## src/rtl/icache_refill_ctrl_if.sv

```systemverilog
// Bundle between the icache refill engine, the icache/core side and the Wishbone B3 bus.
// The master modport is the refill engine, the slave modport is everything around it.
interface icache_refill_ctrl_if;
    logic         miss_req;
    logic [31:0]  miss_paddr;
    logic         busy;
    logic         freeze_out;
    logic [255:0] line_data;
    logic         line_we;
    logic         refill_done;
    logic         refill_err;
    logic         wb_cyc_o;
    logic         wb_stb_o;
    logic         wb_we_o;
    logic [31:0]  wb_adr_o;
    logic [3:0]   wb_sel_o;
    logic [2:0]   wb_cti_o;
    logic [1:0]   wb_bte_o;
    logic [31:0]  wb_dat_o;
    logic         wb_ack_i;
    logic         wb_err_i;
    logic         wb_rty_i;
    logic [31:0]  wb_dat_i;

    modport master (
        input  miss_req, miss_paddr, wb_ack_i, wb_err_i, wb_rty_i, wb_dat_i,
        output busy, freeze_out, line_data, line_we, refill_done, refill_err,
               wb_cyc_o, wb_stb_o, wb_we_o, wb_adr_o, wb_sel_o, wb_cti_o, wb_bte_o, wb_dat_o
    );

    modport slave (
        output miss_req, miss_paddr, wb_ack_i, wb_err_i, wb_rty_i, wb_dat_i,
        input  busy, freeze_out, line_data, line_we, refill_done, refill_err,
               wb_cyc_o, wb_stb_o, wb_we_o, wb_adr_o, wb_sel_o, wb_cti_o, wb_bte_o, wb_dat_o
    );
endinterface

```

## src/rtl/icache_refill_ctrl.sv

```systemverilog
// Icache line refill: 8-beat Wishbone B3 incrementing burst read, then a one-cycle line write strobe.
// Latency 11 cycles at zero wait; slave wait states stretch the burst, rty/err/timeout abort it.
module icache_refill_ctrl #(
    parameter int RETRY_MAX = 4,
    parameter int TIMEOUT   = 255
) (
    input  logic                 clk,
    input  logic                 rst_n,
    icache_refill_ctrl_if.master bus
);
    typedef enum logic [2:0] {IDLE, BURST, RTYGAP, WRITE, HOLD} state_t;

    localparam logic [3:0] RTY_LIM  = 4'(RETRY_MAX);
    localparam logic [7:0] TMO_LAST = 8'(TIMEOUT - 1);

    state_t         state;
    logic [26:0]    base;
    logic [2:0]     beat;
    logic [3:0]     retry;
    logic [7:0]     tmo;
    logic           busy_q;
    logic           cyc_q;
    logic           stb_q;
    logic           we_q;
    logic           done_q;
    logic           err_q;
    logic [31:0]    adr_q;
    logic [2:0]     cti_q;
    logic [255:0]   line_q;
    logic           abort;
    logic           unused_paddr;

    assign unused_paddr = ^bus.miss_paddr[4:0];

    // Only a strobed beat can terminate; err beats rty beats ack.
    always_comb begin
        abort = 1'b0;
        if (state == BURST && stb_q) begin
            abort = bus.wb_err_i
                 || (bus.wb_rty_i && retry >= RTY_LIM)
                 || (!bus.wb_ack_i && !bus.wb_rty_i && tmo == TMO_LAST);
        end
    end

    always_ff @(posedge clk) begin
        if (rst_n) begin
            state  <= IDLE;
            base   <= '0;
            beat   <= '0;
            retry  <= '0;
            tmo    <= '0;
            busy_q <= 1'b0;
            cyc_q  <= 1'b0;
            stb_q  <= 1'b0;
            we_q   <= 1'b0;
            done_q <= 1'b0;
            err_q  <= 1'b0;
            adr_q  <= '0;
            cti_q  <= '0;
            line_q <= '0;
        end else begin
            we_q   <= 1'b0;
            done_q <= 1'b0;
            err_q  <= 1'b0;
            if (abort) begin
                cyc_q  <= 1'b0;
                stb_q  <= 1'b0;
                busy_q <= 1'b0;
                err_q  <= 1'b0 | 1'b1;
                state  <= IDLE;
            end else begin
                case (state)
                    IDLE: begin
                        if (bus.miss_req) begin
                            base   <= bus.miss_paddr[31:5];
                            beat   <= '0;
                            retry  <= '0;
                            tmo    <= '0;
                            busy_q <= 1'b1;
                            state  <= BURST;
                        end
                    end
                    BURST: begin
                        // First BURST cycle is the setup cycle that launches beat 0.
                        if (!stb_q) begin
                            cyc_q <= 1'b1;
                            stb_q <= 1'b1;
                            adr_q <= {base, beat, 2'b00};
                            cti_q <= (beat == 3'd7) ? 3'b111 : 3'b010;
                        end else if (bus.wb_rty_i) begin
                            retry <= retry + 4'd1;
                            tmo   <= '0;
                            stb_q <= 1'b0;
                            state <= RTYGAP;
                        end else if (bus.wb_ack_i) begin
                            for (int i = 0; i < 8; i++) begin
                                if (beat == 3'(i)) line_q[32*i +: 32] <= bus.wb_dat_i;
                            end
                            retry <= '0;
                            tmo   <= '0;
                            if (beat == 3'd7) begin
                                cyc_q <= 1'b0;
                                stb_q <= 1'b0;
                                we_q  <= 1'b1;
                                state <= WRITE;
                            end else begin
                                beat  <= beat + 3'd1;
                                adr_q <= {base, beat + 3'd1, 2'b00};
                                cti_q <= (beat == 3'd6) ? 3'b111 : 3'b010;
                            end
                        end else begin
                            tmo <= tmo + 8'd1;
                        end
                    end
                    RTYGAP: begin
                        stb_q <= 1'b1;
                        tmo   <= '0;
                        state <= BURST;
                    end
                    WRITE: state <= HOLD;
                    HOLD: begin
                        done_q <= 1'b1;
                        busy_q <= 1'b0;
                        state  <= IDLE;
                    end
                    default: state <= IDLE;
                endcase
            end
        end
    end

    assign bus.busy        = busy_q;
    assign bus.freeze_out  = busy_q;
    assign bus.line_data   = line_q;
    assign bus.line_we     = we_q;
    assign bus.refill_done = done_q;
    assign bus.refill_err  = err_q;
    assign bus.wb_cyc_o    = cyc_q;
    assign bus.wb_stb_o    = stb_q;
    assign bus.wb_we_o     = 1'b0;
    assign bus.wb_adr_o    = adr_q;
    assign bus.wb_sel_o    = 4'hF;
    assign bus.wb_cti_o    = cti_q;
    assign bus.wb_bte_o    = 2'b00;
    assign bus.wb_dat_o    = '0;
endmodule

```

## src/flat_wrapper.sv

```systemverilog
// flat-port wrapper written by rule: the top's interface ports become plain ports
module icache_refill_ctrl_flat 
#(
    parameter int RETRY_MAX = 4,
    parameter int TIMEOUT   = 255
)
  (clk, rst_n, bus_miss_req, bus_miss_paddr, bus_wb_ack_i, bus_wb_err_i, bus_wb_rty_i, bus_wb_dat_i, bus_busy, bus_freeze_out, bus_line_data, bus_line_we, bus_refill_done, bus_refill_err, bus_wb_cyc_o, bus_wb_stb_o, bus_wb_we_o, bus_wb_adr_o, bus_wb_sel_o, bus_wb_cti_o, bus_wb_bte_o, bus_wb_dat_o);
  icache_refill_ctrl_if bus_i ();
  input  logic clk;
  input  logic rst_n;
  input wire logic [$bits(bus_i.miss_req)-1:0] bus_miss_req;
  input wire logic [$bits(bus_i.miss_paddr)-1:0] bus_miss_paddr;
  input wire logic [$bits(bus_i.wb_ack_i)-1:0] bus_wb_ack_i;
  input wire logic [$bits(bus_i.wb_err_i)-1:0] bus_wb_err_i;
  input wire logic [$bits(bus_i.wb_rty_i)-1:0] bus_wb_rty_i;
  input wire logic [$bits(bus_i.wb_dat_i)-1:0] bus_wb_dat_i;
  output wire logic [$bits(bus_i.busy)-1:0] bus_busy;
  output wire logic [$bits(bus_i.freeze_out)-1:0] bus_freeze_out;
  output wire logic [$bits(bus_i.line_data)-1:0] bus_line_data;
  output wire logic [$bits(bus_i.line_we)-1:0] bus_line_we;
  output wire logic [$bits(bus_i.refill_done)-1:0] bus_refill_done;
  output wire logic [$bits(bus_i.refill_err)-1:0] bus_refill_err;
  output wire logic [$bits(bus_i.wb_cyc_o)-1:0] bus_wb_cyc_o;
  output wire logic [$bits(bus_i.wb_stb_o)-1:0] bus_wb_stb_o;
  output wire logic [$bits(bus_i.wb_we_o)-1:0] bus_wb_we_o;
  output wire logic [$bits(bus_i.wb_adr_o)-1:0] bus_wb_adr_o;
  output wire logic [$bits(bus_i.wb_sel_o)-1:0] bus_wb_sel_o;
  output wire logic [$bits(bus_i.wb_cti_o)-1:0] bus_wb_cti_o;
  output wire logic [$bits(bus_i.wb_bte_o)-1:0] bus_wb_bte_o;
  output wire logic [$bits(bus_i.wb_dat_o)-1:0] bus_wb_dat_o;
  assign bus_i.miss_req = bus_miss_req;
  assign bus_i.miss_paddr = bus_miss_paddr;
  assign bus_i.wb_ack_i = bus_wb_ack_i;
  assign bus_i.wb_err_i = bus_wb_err_i;
  assign bus_i.wb_rty_i = bus_wb_rty_i;
  assign bus_i.wb_dat_i = bus_wb_dat_i;
  assign bus_busy = bus_i.busy;
  assign bus_freeze_out = bus_i.freeze_out;
  assign bus_line_data = bus_i.line_data;
  assign bus_line_we = bus_i.line_we;
  assign bus_refill_done = bus_i.refill_done;
  assign bus_refill_err = bus_i.refill_err;
  assign bus_wb_cyc_o = bus_i.wb_cyc_o;
  assign bus_wb_stb_o = bus_i.wb_stb_o;
  assign bus_wb_we_o = bus_i.wb_we_o;
  assign bus_wb_adr_o = bus_i.wb_adr_o;
  assign bus_wb_sel_o = bus_i.wb_sel_o;
  assign bus_wb_cti_o = bus_i.wb_cti_o;
  assign bus_wb_bte_o = bus_i.wb_bte_o;
  assign bus_wb_dat_o = bus_i.wb_dat_o;
  icache_refill_ctrl #(.RETRY_MAX(RETRY_MAX), .TIMEOUT(TIMEOUT)) u_core (.clk(clk), .rst_n(rst_n), .bus(bus_i));
endmodule
```

## config.mk

```make
export PLATFORM = sky130hd
export DESIGN_NAME = icache_refill_ctrl_flat
export DESIGN_NICKNAME = d
export VERILOG_FILES = /design/src/rtl/icache_refill_ctrl_if.sv /design/src/rtl/icache_refill_ctrl.sv /design/src/flat_wrapper.sv
export SDC_FILE = /design/constraint.sdc
export NUM_CORES = 1
export LEC_CHECK = 0
export CAP_MARGIN = 20
export CORE_UTILIZATION = 42
export CTS_CLUSTER_DIAMETER = 200
export DETAILED_ROUTE_END_ITERATION = 10
export PLACE_DENSITY = 0.8
export SETUP_SLACK_MARGIN = 0.4
export SKIP_CTS_REPAIR_TIMING = 1
export SYNTH_ARGS = -nofsm -noshare
export SYNTH_HDL_FRONTEND = slang
export SYNTH_SLANG_ARGS = --single-unit
```

## constraint.sdc

```tcl
create_clock -name clk -period 2.1 [get_ports clk]
set_input_delay 0.42 -clock clk [delete_from_list [all_inputs] [get_ports clk]]
set_output_delay 0.42 -clock clk [all_outputs]
set_load 0.005 [all_outputs]
```

==> results.md <==
* Vias in the first global route at 11200
* DRT antenna net count at 0
* Core ar. at 0.0296 mm^2
* Status: finished, final reports clean
* FF+latch area at 0.00680 mm^2
* Initial antenna violation count at 0
* Final WS setup at 176 ps
* Total negative setup slack at 0 ps
* CTS root buffer: clkbuf_16
* Clk Latency, worst-skew pair at 500 ps
* Min Tclk post-route at 1920 ps
* Post-synthesis sequential area ratio at 0.537
* Type of origin of the critical path: input pin
* All-Layer GR Usage at 0.250
* VDD IR max at 0.000559 V
* Avg WL per Cell at 17.5 um
* Area Growth Syn to Fin at 42.9%
* Crit path DAT at 2290 ps
* First-pass GRT wire length at 60700 um
* Setup repair after global routing missed its margin: yes
* Synth area leaders: dfxtp_1, nand2_1, a21oi_1
* CTS buffer count at 36
* H-Tree Depth at 2
* Setup Skew at 7.11 ps
* Io pins at 407
* FF+latch count, synth at 339
* Post-synthesis instance area at 0.0126 mm^2
* DRC viols at 0
* Final core area utilization at 0.609
* Post-Syn Area per Cell at 7.99 um^2
* Fmax achieved at 0.520 GHz
* Synth area leader: dfxtp_1
* Final nets at 1980
* Slew @ Worst Pin at 807 ps
* Largest net degree at the start of global routing at 170
* HPWL Detailed at 27200 um
* Clock Sinks at 339
* Starting density of the core at 0.426
* Max Slew Vio Count at 0
* Max-cap viol count at 0
* Die area at 0.0308 mm^2
* Cell count after synthesis at 1580
* Port Buf Inserts at 360
* TritonCTS clock tree: done
* Drt pass-1 iters at 5
* Final Hold Viols at 0
* Unique cell type count in the Yosys netlist at 47
* CP endpoint kind: flip-flop
* Final number of setup-violating endpoints at 0
* Place WS at -299 ps
* CTS clk-pin slew, worst paths at 60 ps
* FFs w/ async S/R, synth at 0
* Slew headroom at 0.462
* CP Data Required Time at 2470 ps
* Worst R2R Setup Slack at 200 ps
* Final Wtd Congestion at 0.842
* Fin crit share at 0.916
* Predominant post-synthesis flop cell: dfxtp_1
* WL final at 40400 um
* Die X at 175 um
* Hold WC Path Type: in -> reg
* Die Y at 175 um
* Vias per cell at 5.08
* Area of the multi-input gates at 0.00513 mm^2
* Yosys top cell area share at 0.537
* Initial DRC count at 883
* Ys Warns at 0
* Via Count at 11700
* Fillcell total at 2521
* Static leakage at 6.42 nW
* Diode count at 0
* Crit Path Max Fanout at 5
* Crit Path Category: in -> reg
* Post-Place Cells at 2247
* Clock Path Buffers at 3
* Power Total at 13.6 mW
* Fraction of layout cells with a size suffix above 1 at 0.0801
* Non-Filler Instances at 2313
* Cell row count at 63
* Power per cell area at 756 mW/mm^2
* Residual overflow from global routing at 0
* EDFF count, synth at 0
area by class of cell:
| cell class | count | share of cell area |
|---|---|---|
| Sequential cell | 339 | 0.377 |
| Inverter | 10 | 0.00208 |
| Timing Repair Buffer | 426 | 0.245 |
| Tap cell | 390 | 0.0270 |
| Clock inverter | 11 | 0.00735 |
| Clock buffer | 49 | 0.0572 |
| Multi-Input combinational cell | 1088 | 0.284 |
worst paths after layout:
kind / startpoint / end / depth (start not counted)
setup / recovery: bus_wb_rty_i / u_core.tmo[3] / 7
hold / removal: rst_n / u_core.retry[3] / 3
setup reg to reg: u_core.tmo[0] / u_core.bus.line_data[232] / 9
hold reg to reg: u_core.bus.line_data[8] / u_core.bus.line_data[8] / 2
logic make-up after synthesis:
group	after synthesis	share of synthesized area
adder cells (fa/ha/maj)	9	0.00892
buffers and inverters	192	0.0744
XOR/XNOR	1	0.000694
AO/OA/AOI/OAI	324	0.135
AND/OR/NAND/NOR	680	0.216
other	2	0.000595
flip-flops	339	0.537
multiplexers	33	0.0262
state kept, by name (all words and copies together), names as in the netlist:
name	count
u_core.base	27
u_core.beat	3
u_core.bus.busy	1
u_core.bus.line_data	256
u_core.bus.line_we	1
u_core.bus.refill_done	1
u_core.bus.refill_err	1
u_core.bus.wb_adr_o	30
u_core.bus.wb_cti_o	2
u_core.bus.wb_cyc_o	1
u_core.bus.wb_stb_o	1
u_core.retry	4
u_core.state	3
u_core.tmo	8
cells in the final DEF, fill, tap and decap left out, drive strengths merged, types with 2 or more instances in the layout:
cell type	instances
a211oi	4
a21oi	290
and2	6
and3	5
buf	65
bufinv	3
clkbuf	51
clkdlybuf4s50	359
clkinv	7
conb	41
dfxtp	339
ha	9
inv	10
mux2i	33
nand2	579
nand2b	2
nand3	9
nand4b	3
nand4bb	2
nor2	53
nor2b	2
nor3	5
o211ai	2
o21ai	9
o311ai	6
o31ai	2
o41ai	4
or3	4
or4	5
Yosys cell counts (2+ instances only):
cell type,count
nand3_1,9
and3_1,5
buf_4,44
or3_1,4
clkbuf_1,105
mux2i_1,33
nor2b_1,2
nand2_1,577
ha_1,9
dfxtp_1,339
buf_2,31
o311ai_0,6
nor3_1,4
nand4b_1,3
or4_1,5
nor2_1,53
a21oi_1,290
a211oi_1,4
o21ai_0,8
buf_6,2
and2_1,6
nand2b_1,2
o31ai_1,2
o41ai_1,4
conb_1,2
inv_1,10
metrics by stage:
step                hold slack (ps)  instance area, um^2
CTS                             385                17900
detailed placement              444                16700
global placement                436                16700
floorplan                       432                12800
global route                    423                18000
finish                          419                18000
power by group:
part / internal (mW) / switching, mW / leakage, nW
logic: 0.320 / 0.473 / 3.10
registers: 6.51 / 0.0485 / 2.74
clock network: 3.79 / 2.50 / 0.576
total: 10.6 / 3.02 / 6.42
metal layers:
layer	up-vias	GRT usage	wire, um
met4	0	0.113	1760
met3	109	0.0515	2950
met5	-	0	0
met1	5487	0.295	16100
met2	490	0.434	19600
li1	5660	-	-
critical path, stage by stage:
cell and delay (ps):
clkdlybuf4s50_1 470, buf_4 170, o21a_1 120, nor2_1 210, a21o_1 170, nand4b_1 250, o41ai_1 490
Power figures use the tool's default switching activity.
